`src/rtl/laser_pack_fifo_pkg.sv`:
```
// -----------------------------------------------------------------------------
// laser_fifo_pkg
// Shared types and helpers for the LaserDrop byte packing FIFO.
//   byte_t       : one storage byte
//   count_width  : width of an occupancy counter able to hold 0..depth
// -----------------------------------------------------------------------------
package laser_fifo_pkg;

    typedef logic [7:0] byte_t;

    function automatic int count_width(input int depth);
        return $clog2(depth) + 1;
    endfunction

endpackage

```
`src/rtl/laser_pack_fifo_if.sv`:
```
// -----------------------------------------------------------------------------
// laser_pack_fifo_if
// Host/serialiser handshake bundle for laser_pack_fifo.
//   wr_data, wr_en, wr_ready : multi-byte write side
//   rd_en, rd_valid, rd_data : show-ahead byte read side
//   count                    : occupancy in bytes
//   overflow, underflow      : sticky error flags (LASER_PACK_FIFO_ERR_EN only)
// Modports: master = traffic source/sink (host + serialiser), slave = FIFO.
// -----------------------------------------------------------------------------
interface laser_pack_fifo_if
    import laser_fifo_pkg::*;
#(
    parameter int DEPTH    = 64,
    parameter int IN_BYTES = 2
);
    logic [8*IN_BYTES-1:0]        wr_data;
    logic                         wr_en;
    logic                         wr_ready;
    logic                         rd_en;
    logic                         rd_valid;
    byte_t                        rd_data;
    logic [count_width(DEPTH)-1:0] count;
`ifdef LASER_PACK_FIFO_ERR_EN
    logic                         overflow;
    logic                         underflow;
`endif

    modport master (
        output wr_data, wr_en, rd_en,
        input  wr_ready, rd_valid, rd_data, count
`ifdef LASER_PACK_FIFO_ERR_EN
        , input overflow, underflow
`endif
    );

    modport slave (
        input  wr_data, wr_en, rd_en,
        output wr_ready, rd_valid, rd_data, count
`ifdef LASER_PACK_FIFO_ERR_EN
        , output overflow, underflow
`endif
    );

endinterface

```
`src/rtl/laser_pack_fifo_byte_ram.sv`:
```
// -----------------------------------------------------------------------------
// laser_byte_ram
// DEPTH x 8 storage with one IN_BYTES-lane write port and one asynchronous
// byte read port. Write lane i lands at (wr_addr_i + i) mod DEPTH, so a word
// may straddle the end of storage. Contents are never reset.
//   clock      : rising-edge clock
//   wr_en_i    : write all lanes this edge
//   wr_addr_i  : address of lane 0
//   wr_data_i  : lane i is wr_data_i[8*i +: 8]
//   rd_addr_i  : read address
//   rd_data_o  : byte at rd_addr_i (combinational)
// -----------------------------------------------------------------------------
module laser_byte_ram
    import laser_fifo_pkg::*;
#(
    parameter int DEPTH    = 64,
    parameter int IN_BYTES = 2
) (
    input  logic                       clock,
    input  logic                       wr_en_i,
    input  logic [$clog2(DEPTH)-1:0]   wr_addr_i,
    input  logic [8*IN_BYTES-1:0]      wr_data_i,
    input  logic [$clog2(DEPTH)-1:0]   rd_addr_i,
    output byte_t                      rd_data_o
);
    localparam int AW = $clog2(DEPTH);

    byte_t mem_q [DEPTH];

    // Address arithmetic is AW bits wide, so the lane offset wraps mod DEPTH.
    always_ff @(posedge clock) begin
        if (wr_en_i) begin
            for (int i = 0; i < IN_BYTES; i++) begin
                mem_q[wr_addr_i + AW'(i)] <= wr_data_i[8*i +: 8];
            end
        end
    end

    assign rd_data_o = mem_q[rd_addr_i];

endmodule

```
`src/rtl/laser_pack_fifo.sv`:
```
// -----------------------------------------------------------------------------
// laser_pack_fifo
// Byte FIFO: accepts IN_BYTES-wide words, drains one byte per pop, with
// byte-accurate occupancy and ready/valid handshakes on both sides.
//   clock   : rising-edge clock
//   reset   : asynchronous, active-high; clears pointers, count and flags
//   clear   : synchronous flush, priority over wr_en/rd_en
//   fifo_if : laser_pack_fifo_if.slave (write, read, count, flags)
// Optional feature macro: LASER_PACK_FIFO_ERR_EN adds sticky overflow and
// underflow flags; without it dropped requests are silent.
// -----------------------------------------------------------------------------
module laser_pack_fifo
    import laser_fifo_pkg::*;
#(
    parameter int DEPTH    = 64,
    parameter int IN_BYTES = 2
) (
    input  logic             clock,
    input  logic             reset,
    input  logic             clear,
    laser_pack_fifo_if.slave fifo_if
);
    localparam int AW = $clog2(DEPTH);
    localparam int CW = count_width(DEPTH);

    logic [AW-1:0] wr_ptr_q, wr_ptr_d;
    logic [AW-1:0] rd_ptr_q, rd_ptr_d;
    logic [CW-1:0] count_q,  count_d;
    logic          wr_ready;
    logic          rd_valid;
    logic          wr_fire;
    logic          rd_fire;
    byte_t         head;

    // Status depends on registered count only; a same-cycle pop never makes
    // room for a write, and a same-cycle write never makes a pop valid.
    assign wr_ready = (count_q <= CW'(DEPTH - IN_BYTES));
    assign rd_valid = (count_q != '0);
    assign wr_fire  = fifo_if.wr_en && wr_ready;
    assign rd_fire  = fifo_if.rd_en && rd_valid;

    laser_byte_ram #(
        .DEPTH    (DEPTH),
        .IN_BYTES (IN_BYTES)
    ) u_ram (
        .clock     (clock),
        .wr_en_i   (wr_fire && !clear),
        .wr_addr_i (wr_ptr_q),
        .wr_data_i (fifo_if.wr_data),
        .rd_addr_i (rd_ptr_q),
        .rd_data_o (head)
    );

    always_comb begin
        wr_ptr_d = wr_ptr_q;
        rd_ptr_d = rd_ptr_q;
        if (wr_fire) wr_ptr_d = wr_ptr_q + AW'(IN_BYTES);
        if (rd_fire) rd_ptr_d = rd_ptr_q + AW'(1);
        count_d = count_q
                + (wr_fire ? CW'(IN_BYTES) : CW'(0))
                - (rd_fire ? CW'(1)        : CW'(0));
    end

    always_ff @(posedge clock or posedge reset) begin
        if (reset) begin
            wr_ptr_q <= '0;
            rd_ptr_q <= '0;
            count_q  <= '0;
        end else if (clear) begin
            wr_ptr_q <= '0;
            rd_ptr_q <= '0;
            count_q  <= '0;
        end else begin
            wr_ptr_q <= wr_ptr_d;
            rd_ptr_q <= rd_ptr_d;
            count_q  <= count_d;
        end
    end

    assign fifo_if.wr_ready = wr_ready;
    assign fifo_if.rd_valid = rd_valid;
    assign fifo_if.rd_data  = rd_valid ? head : 8'h00;
    assign fifo_if.count    = count_q;

`ifdef LASER_PACK_FIFO_ERR_EN
    logic overflow_q,  overflow_d;
    logic underflow_q, underflow_d;

    always_comb begin
        overflow_d  = overflow_q  | (fifo_if.wr_en && !wr_ready);
        underflow_d = underflow_q | (fifo_if.rd_en && !rd_valid);
    end

    always_ff @(posedge clock or posedge reset) begin
        if (reset) begin
            overflow_q  <= 1'b0;
            underflow_q <= 1'b0;
        end else if (clear) begin
            overflow_q  <= 1'b0;
            underflow_q <= 1'b0;
        end else begin
            overflow_q  <= overflow_d;
            underflow_q <= underflow_d;
        end
    end

    assign fifo_if.overflow  = overflow_q;
    assign fifo_if.underflow = underflow_q;
`endif

endmodule

```
`src/flat_wrapper.sv`:
```
// flat-port wrapper written by rule: the top's interface ports become plain ports
module laser_pack_fifo_flat import laser_fifo_pkg::*;
#(
    parameter int DEPTH    = 64,
    parameter int IN_BYTES = 2
)
  (clock, reset, clear, fifo_if_wr_data, fifo_if_wr_en, fifo_if_rd_en, fifo_if_wr_ready, fifo_if_rd_valid, fifo_if_rd_data, fifo_if_count);
  laser_pack_fifo_if #(.DEPTH(DEPTH), .IN_BYTES(IN_BYTES)) fifo_if_i ();
  input  logic clock;
  input  logic reset;
  input  logic clear;
  input wire logic [$bits(fifo_if_i.wr_data)-1:0] fifo_if_wr_data;
  input wire logic [$bits(fifo_if_i.wr_en)-1:0] fifo_if_wr_en;
  input wire logic [$bits(fifo_if_i.rd_en)-1:0] fifo_if_rd_en;
  output wire logic [$bits(fifo_if_i.wr_ready)-1:0] fifo_if_wr_ready;
  output wire logic [$bits(fifo_if_i.rd_valid)-1:0] fifo_if_rd_valid;
  output wire logic [$bits(fifo_if_i.rd_data)-1:0] fifo_if_rd_data;
  output wire logic [$bits(fifo_if_i.count)-1:0] fifo_if_count;
  assign fifo_if_i.wr_data = fifo_if_wr_data;
  assign fifo_if_i.wr_en = fifo_if_wr_en;
  assign fifo_if_i.rd_en = fifo_if_rd_en;
  assign fifo_if_wr_ready = fifo_if_i.wr_ready;
  assign fifo_if_rd_valid = fifo_if_i.rd_valid;
  assign fifo_if_rd_data = fifo_if_i.rd_data;
  assign fifo_if_count = fifo_if_i.count;
  laser_pack_fifo #(.DEPTH(DEPTH), .IN_BYTES(IN_BYTES)) u_core (.clock(clock), .reset(reset), .clear(clear), .fifo_if(fifo_if_i));
endmodule
```
`config.mk`:
```
export PLATFORM = sky130hd
export DESIGN_NAME = laser_pack_fifo_flat
export DESIGN_NICKNAME = d
export VERILOG_FILES = /design/src/rtl/laser_pack_fifo_pkg.sv /design/src/rtl/laser_pack_fifo_if.sv /design/src/rtl/laser_pack_fifo_byte_ram.sv /design/src/rtl/laser_pack_fifo.sv /design/src/flat_wrapper.sv
export SDC_FILE = /design/constraint.sdc
export NUM_CORES = 1
export LEC_CHECK = 0
export BUFFER_PORTS_ARGS = -buffer_cell sky130_fd_sc_hd__buf_2
export CAP_MARGIN = 20
export CORE_MARGIN = 2
export CORE_UTILIZATION = 57
export CTS_BUF_LIST = sky130_fd_sc_hd__clkbuf_2 sky130_fd_sc_hd__clkbuf_4 sky130_fd_sc_hd__clkbuf_8
export CTS_CLUSTER_SIZE = 10
export DETAILED_ROUTE_END_ITERATION = 7
export MAX_ROUTING_LAYER = met4
export PLACE_DENSITY = 0.76
export SETUP_SLACK_MARGIN = 0.5
export SYNTH_ARGS = -nofsm -noshare
export SYNTH_HDL_FRONTEND = slang
export SYNTH_SLANG_ARGS = --single-unit
```
`constraint.sdc`:
```
create_clock -name clock -period 2.8 [get_ports clock]
set_clock_uncertainty 0.05 [all_clocks]
set_input_delay 0.56 -clock clock [delete_from_list [all_inputs] [get_ports clock]]
set_output_delay 0.56 -clock clock [all_outputs]
set_load 0.005 [all_outputs]
```
==> metrics.yaml, run 1 <==
run_status:
  outcome: "finished, violations left"
  violations: "negative setup slack"
floorplanning:
  initial_core_util: 0.578
  core-area_sq_um: 43100
  die_w_um: 213
  fp-row-count: 76
  die-area_sq_um: 45300
  die_y_um: 213
  num_io_pins: 38
logic_synthesis:
  yosysUniqueCellTypes: 53
  syn_area_sq_um: 24900
  yosys_warnings: 0
  synth_flop_cell: "edfxtp_1"
  synthCells: 1367
  ys_seq_area_frac: 0.636
  synth.ff_latch_count: 530
  synth_edf_count: 512
  yosysTopAreaCellShare: 0.618
  yosys.area.top_type: "edfxtp_1"
  postSynthAreaPerCell_sq_um: 18.2
  ys_async_sr_fraction: 0.0340
  ys_top_cells_by_area: "edfxtp_1 62%, mux4_2 12%, mux2_2 7.3%"
  synthesis.nets: 1408
sta:
  fin_crit_sh: 1.23
  slew_violations: 0
  worst_pin_slew_ns: 0.966
  slew_headroom: 0.356
  hold_viol_final: 0
  fin_crit_ns: 3.45
  holdWs_ns: 0.0165
  fin_ws_ns: -0.646
  setup_viol: 8
  fmax_mhz: 290
  rsz0062_at_grt: "yes"
detailed_routing:
  route.detailed.drc: 0
  routed_wl_mm: 64.9
  postRouteAntennaNets: 0
  dr.pass1.iters: 7
  vias: 13900
  drt_first_iter_violations: 1489
  wire_per_inst_um: 29.2
  viasPerCell: 6.27
placement:
  io_buffers: 37
  place_inst: 1995
  place_congestion: 0.853
  place_hpwl_mm: 38.4
grt:
  grt_max_degree: 65
  grt_util_met3: 0.0606
  top_usage_layer: "met2"
  grtUsageMet2: 0.466
  grt_pass1_vias: 14600
  track_usage: 0.303
  grt_pass1_wl_mm: 95.3
  gr-total-overflow: 0
  antenna_found_initial: 0
  use_met1: 0.417
cts:
  cts_tree: "done"
  cts_hold_buf: 0
  cts_sinks: 530
  cts_root_buffer: "clkbuf_8"
  numCtsBuffers: 85
  clk_path_buf_depth: 3
  cts_htree_levels: 3
  clkSlewWorstSetupHoldPaths_ns: 0.06
  clock_latency_ns: 0.63
min_path:
  hold_class: "primary input to asynchronous set/reset pin"
finish:
  nNetsFinal: 1615
  drive_above_1_share: 0.569
  area_growth_pct: 22.9
  layout_commonest_cell: "edfxtp_1"
  final_cell_mix: "512 x edfxtp_1, 130 x mux2_2, 128 x mux4_2"
  n_antenna_cell: 0
  finalNonFillerCells: 2222
power_and_ir_drop:
  vdd_drop_max_v: 0.000425
  power.density_nw_per_um2: 673
  power_leakage_uw: 0.0104
worst_setup_path:
  worstRegToRegCells: 10
  worstPathArrival_ns: 2.84
  criticalPathCategory: "flop to output pin"
  crit_fanout: 8
  worstSetupEndpointType: "output pin"
  required_ns: 2.19
  startpoint_type: "flop"
job:
  drv_cap: 0
==> report_power, final <==
group | switching [uW] | internal [uW] | total [uW]
combinational | 2310 | 2630 | 4930
clock | 3030 | 3690 | 6710
sequential | 116 | 8820 | 8940
total | 5450 | 15100 | 20600
==> sequential cells by signal, indices dropped and copies added, names as in the netlist <==
register	cells
u_core.rd_ptr_q	6
u_core.u_ram.mem_q	512
u_core.wr_ptr_q	5
u_core.fifo_if.count	7
==> repair_timing <==
action / 4_1_cts / 5_1_grt
cloned: 30 / 4
resized for setup: 173 / 74
pin swaps: 29 / 12
buffers inserted: 31 / 12
endpoints found under the setup margin: 783 / 783
==> Yosys cell counts (all sizes together) (3+ instances only) <==
cell type,count
a21oi,19
a22oi,15
a31o,5
and2,3
and3,5
buf,46
clkbuf,70
dfrtp,18
edfxtp,512
ha,19
inv,80
mux2,257
mux2i,61
mux4,128
nand2,48
nand3,8
nor2,19
nor2b,5
nor3,4
nor3b,7
o22ai,4
xnor2,7
xor2,4
==> routing by layer <==
metal  routed length, um  vias to the layer above
met3                5970                       92
met2               31700                      729
met5                   0                        -
met4                1200                        0
met1               26000                     7257
li1                    -                     5850
==> kinds of logic (layout without fill, tap and decap cells) <==
group                    after synthesis  after routing  synth area share
multiplexers                         446            446             0.266
XOR/XNOR                              11             11           0.00387
AO/OA/AOI/OAI                         55             55            0.0150
buffers and inverters                196            441            0.0348
flip-flops                           530            530             0.636
AND/OR/NAND/NOR                      109            134            0.0336
adder cells (fa/ha/maj)               20             20            0.0104
==> stage by stage <==
stage / power [uW] / area (sq um) / worst slack [ns] / setup TNS, ns / utilization
final: 20600 / 30600 / -0.646 / -4.60 / 0.710
after global routing: 21200 / 30600 / -0.687 / -5.28 / 0.710
after CTS: 20300 / 30100 / -0.640 / -4.77 / 0.699
after detailed placement: 13100 / 26900 / -0.0497 / -0.167 / 0.624
after global placement: 13000 / 26900 / -0.0308 / -0.141 / 0.624
after floorplan: 11900 / 25500 / 0.129 / 0 / -
==> worst max-delay path: stages, from the launching register on <==
cell and delay (ns):
dfrtp_4 0.54, buf_12 0.18, mux4_2 0.55, mux2i_2 0.23
a22o_1 0.25, nor3_2 0.07, a31o_2 0.24, buf_2 0.13
==> worst paths after layout <==
kind	startpoint	endpoint	slack, ns
min	reset	u_core.fifo_if.count[0]	0.02
min reg2reg	u_core.wr_ptr_q[2]	u_core.wr_ptr_q[2]	0.60
max	u_core.rd_ptr_q[0]	fifo_if_rd_data[5]	-0.65
max in group asynchronous	reset	u_core.rd_ptr_q[1]	2.08
max reg2reg	u_core.fifo_if.count[3]	u_core.u_ram.mem_q[11][3]	0.05
min in group clock	fifo_if_wr_data[2]	u_core.u_ram.mem_q[20][2]	0.33
==> final cells by class <==
class,instances,area (sq um)
tap,585,732
timing repair buffer,211,2250
multi-input combinational,666,9530
inverter,80,538
clock buffer,123,1490
sequential,530,15800
fill,2541,12500
clock inverter,27,195
Note: power is estimated with default switching activity, not from simulation.
==> inputs of run 2 (changes only) <==
--- a/config.mk
+++ b/config.mk
@@ -17,4 +17,5 @@
 export SETUP_SLACK_MARGIN = 0.5
 export SYNTH_ARGS = -nofsm -noshare
 export SYNTH_HDL_FRONTEND = slang
+export SYNTH_HIERARCHICAL = 1
 export SYNTH_SLANG_ARGS = --single-unit
==> run 2 against run 1 <==
  * The run still ends with negative setup slack left
  * Count of clock-buffer cells in the layout is 7 lower
  * Sequential power hardly changed
  * Critical path depth is 2 higher
  * Cell area is 20% higher
  * First-iteration DRC count is 67% higher
  * Synthesized area is 14% higher
  * Core utilization is 3.8 points higher
  * Die area is 14% higher
  * Final cell count is 28% higher
  * Synthesized cell count is 34% higher
  * Critical endpoint is now fifo_if_rd_data[6]
==> metrics.yaml, run 2 <==
cts:
  cts_root_buffer: "clkbuf_8"  # unchanged
  numCtsBuffers: 86  # was 85
  clock_latency_ns: 0.71  # was 0.63 ns
  clk_path_buf_depth: 3  # unchanged
  clkSlewWorstSetupHoldPaths_ns: 0.07  # was 0.06 ns
  cts_htree_levels: 3  # unchanged
  cts_sinks: 530  # unchanged
  cts_tree: "done"  # unchanged
logic_synthesis:
  ys_async_sr_fraction: 0.0340  # unchanged
  yosysTopAreaCellShare: 0.541  # was 0.618
  yosys-top-cells-count: "512 x edfxtp_1, 507 x mux2_2, 120 x mux4_2"  # was 512 x edfxtp_1, 161 x mux2_2, 128 x mux4_2
  ys_seq_area_frac: 0.556  # was 0.636
  yosys_warnings: 6  # was 0
  ys_top_cells_by_area: "edfxtp_1 54%, mux2_2 20%, mux4_2 9.5%"  # was edfxtp_1 62%, mux4_2 12%, mux2_2 7.3%
  synthCells: 1833  # was 1367
  synth_flop_cell: "edfxtp_1"  # unchanged
  yosysUniqueCellTypes: 75  # was 53
  yosys.cell_count.top_type: "edfxtp_1"  # unchanged
  syn_area_sq_um: 28400  # was 24900 sq um
  synth.ff_latch_count: 530  # unchanged
  postSynthAreaPerCell_sq_um: 15.5  # was 18.2 sq um
  yosys.area.top_type: "edfxtp_1"  # unchanged
  synth_edf_count: 512  # unchanged
worst_setup_path:
  worstPathArrival_ns: 3.20  # was 2.84 ns
  criticalPathCategory: "flop to output pin"  # unchanged
  reg2reg_setup_slack_ns: -0.15  # was 0.05 ns
  worstReg2RegEnd: "u_core/u_ram/mem_q[11][0]"  # was u_core.u_ram.mem_q[11][3]
  startpoint_type: "flop"  # unchanged
  worstRegToRegCells: 16  # was 10
  worstSetupEndpointType: "output pin"  # unchanged
  required_ns: 2.19  # about the same
  crit_fanout: 8  # unchanged
  reg2reg_from: "u_core/fifo_if.count[3]"  # was u_core.fifo_if.count[3]
floorplanning:
  core-area_sq_um: 49100  # was 43100 sq um
  num_io_pins: 38  # unchanged
  fp-row-count: 81  # was 76
  initial_core_util: 0.580  # was 0.578
  die_w_um: 227  # was 213 um
  die_y_um: 227  # was 213 um
  die-area_sq_um: 51700  # was 45300 sq um
sta:
  hold_viol_final: 0  # unchanged
  tns_ns: -15.53  # was -4.60 ns
  rsz0062_at_grt: "yes"  # unchanged
  fin_crit_sh: 1.36  # was 1.23
  fin_ws_ns: -1.01  # was -0.646 ns
  slew_headroom: 0.214  # was 0.356
  slew_violations: 0  # unchanged
  fin_crit_ns: 3.81  # was 3.45 ns
  worst_pin_slew_ns: 1.18  # was 0.966 ns
  setup_viol: 195  # was 8
  fmax_mhz: 262  # was 290 MHz
finish:
  finalNonFillerCells: 2835  # was 2222
  layout_commonest_cell: "edfxtp_1"  # unchanged
  nNetsFinal: 2145  # was 1615
  drive_above_1_share: 0.620  # was 0.569
  multi_input_area_sq_um: 14300  # was 9530 sq um
  regArea_sq_um: 15800  # unchanged
  regMostFlops: "u_core/u_ram/mem_q"  # was u_core.u_ram.mem_q
  nFillCells: 2768  # was 2541
  area_growth_pct: 28.9  # was 22.9%
  fin_area_sq_um: 36700  # was 30600 sq um
  final_cell_mix: "512 x edfxtp_1, 303 x mux2_2, 212 x mux2_4"  # was 512 x edfxtp_1, 130 x mux2_2, 128 x mux4_2
  largest_reg_flops: 512  # unchanged
power_and_ir_drop:
  power_leakage_uw: 0.0128  # was 0.0104 uW
  power.density_nw_per_um2: 577  # was 673 nW/um^2
  vdd_drop_max_v: 0.000520  # was 0.000425 V
grt:
  antenna_found_initial: 1  # was 0
  gr-total-overflow: 0  # unchanged
  grt_max_degree: 65  # unchanged
  grt_pass1_wl_mm: 128  # was 95.3 mm
  grt_pass1_vias: 19100  # was 14600
  track_usage: 0.356  # was 0.303
placement:
  post_dp_cell_area_sq_um: 31200  # was 26900 sq um
  place_hpwl_mm: 54.3  # was 38.4 mm
  place_inst: 2564  # was 1995
  io_buffers: 37  # unchanged
  place_congestion: 0.950  # was 0.853
run_status:
  violations: "negative setup slack"  # unchanged
  outcome: "finished, violations left"  # unchanged
min_path:
  whs_path_depth: 4
  hold_class: "primary input to flop"  # was primary input to asynchronous set/reset pin
  min_from: "fifo_if_wr_en"
  min_to: "u_core/wr_ptr_q[5]"
detailed_routing:
  viasPerCell: 6.94  # was 6.27
  wire_per_inst_um: 32.4  # was 29.2 um
  postRouteAntennaNets: 0  # unchanged
  routed_wl_mm: 91.7  # was 64.9 mm
  vias: 19700  # was 13900
  dr.pass1.iters: 7  # unchanged
  drt_first_iter_violations: 2492  # was 1489
  route.detailed.drc: 0  # unchanged
job:
  drv_cap: 0  # unchanged
run 2: cell types whose count changed after synthesis, sizes merged, moves of 11 or more:
cell / change
and2: +11
buf: +21
clkbuf: +46
inv: -64
mux2: +264
mux2i: -39
nor2: +20
nor2b: +17
o21ai: +50
o21bai: +18
o22ai: +25
run 2: layout make-up:
type / instances / area share
Antenna cell: 1 / 0.0000682
Clock buffer: 116 / 0.0393
Clock inverter: 35 / 0.00498
Inverter: 16 / 0.00198
Multi-Input combinational cell: 1119 / 0.391
Sequential cell: 530 / 0.432
Tap cell: 664 / 0.0227
Timing Repair Buffer: 354 / 0.109
run 2: metrics by stage:
step	worst slack, ns	util	total power (uW)	hold slack, ns
detailed placement	-0.396	0.635	13300	0.667
global placement	-0.399	0.635	13200	0.665
finish	-1.01	0.748	21100	0.272
CTS	-0.953	0.714	20500	0.232
floorplan	0.199	-	12100	0.449
global route	-1.04	0.748	21700	0.271
run 2: what timing repair did:
| item | 4_1_cts | 5_1_grt |
|---|---|---|
| setup endpoints to repair | 742 | 783 |
| resized for setup | 331 | 234 |
| buffers inserted | 46 | 47 |
| hold endpoints to repair | 18 | 0 |
| pin swaps | 53 | 34 |
| hold buffers | 1 | 0 |
| gates cloned | 16 | 9 |
run 2: worst max-delay path by stage:
stage,from,end,slack [ns],cells past startpoint
after floorplan,u_core/fifo_if.count[6],u_core/u_ram/mem_q[63][0],0.20,11
after global placement,u_core/rd_ptr_q[0],fifo_if_rd_data[2],-0.40,8
after detailed placement,u_core/rd_ptr_q[0],fifo_if_rd_data[2],-0.40,8
after CTS,u_core/rd_ptr_q[0],fifo_if_rd_data[1],-0.95,10
after global routing,u_core/rd_ptr_q[0],fifo_if_rd_data[6],-1.04,9
final,u_core/rd_ptr_q[0],fifo_if_rd_data[6],-1.01,9
run 2: where the power goes:
part | switching [uW] | internal (uW)
Combinational | 2720 | 2900
Clock | 3170 | 3420
Sequential | 115 | 8830
run 2: routing by layer:
metal,share of wire,vias to the layer above,track usage,wire length [um]
li1,-,7854,-,-
met5,0,-,-,0
met2,0.47,1431,0.543,43300
met3,0.11,304,0.0669,9650
met1,0.37,10100,0.466,34100
met4,0.051,0,0.165,4680
run 2: logic make-up (layout without fill, tap and decap cells):
| family | Yosys count | count (layout) | share of synthesized area |
|---|---|---|---|
| AOI/OAI and AO/OA | 203 | 205 | 0.0522 |
| xor gates and xnor gates | 11 | 11 | 0.00365 |
| adders and majority gates | 17 | 17 | 0.00774 |
| buffers and inverters | 199 | 521 | 0.0288 |
| DFF | 530 | 530 | 0.556 |
| muxes | 663 | 663 | 0.310 |
| other | 1 | 5 | 0.000132 |
| and+or+nand+nor | 209 | 219 | 0.0410 |
run 2: worst max-delay path: stages (launching register included):
cell	delay, ns
dfrtp_4	0.54
buf_12	0.15
buf_12	0.13
mux4_2	0.54
mux2i_2	0.27
a21oi_2	0.16
o2111ai_4	0.28
o41ai_2	0.15
and2_1	0.16
buf_2	0.12
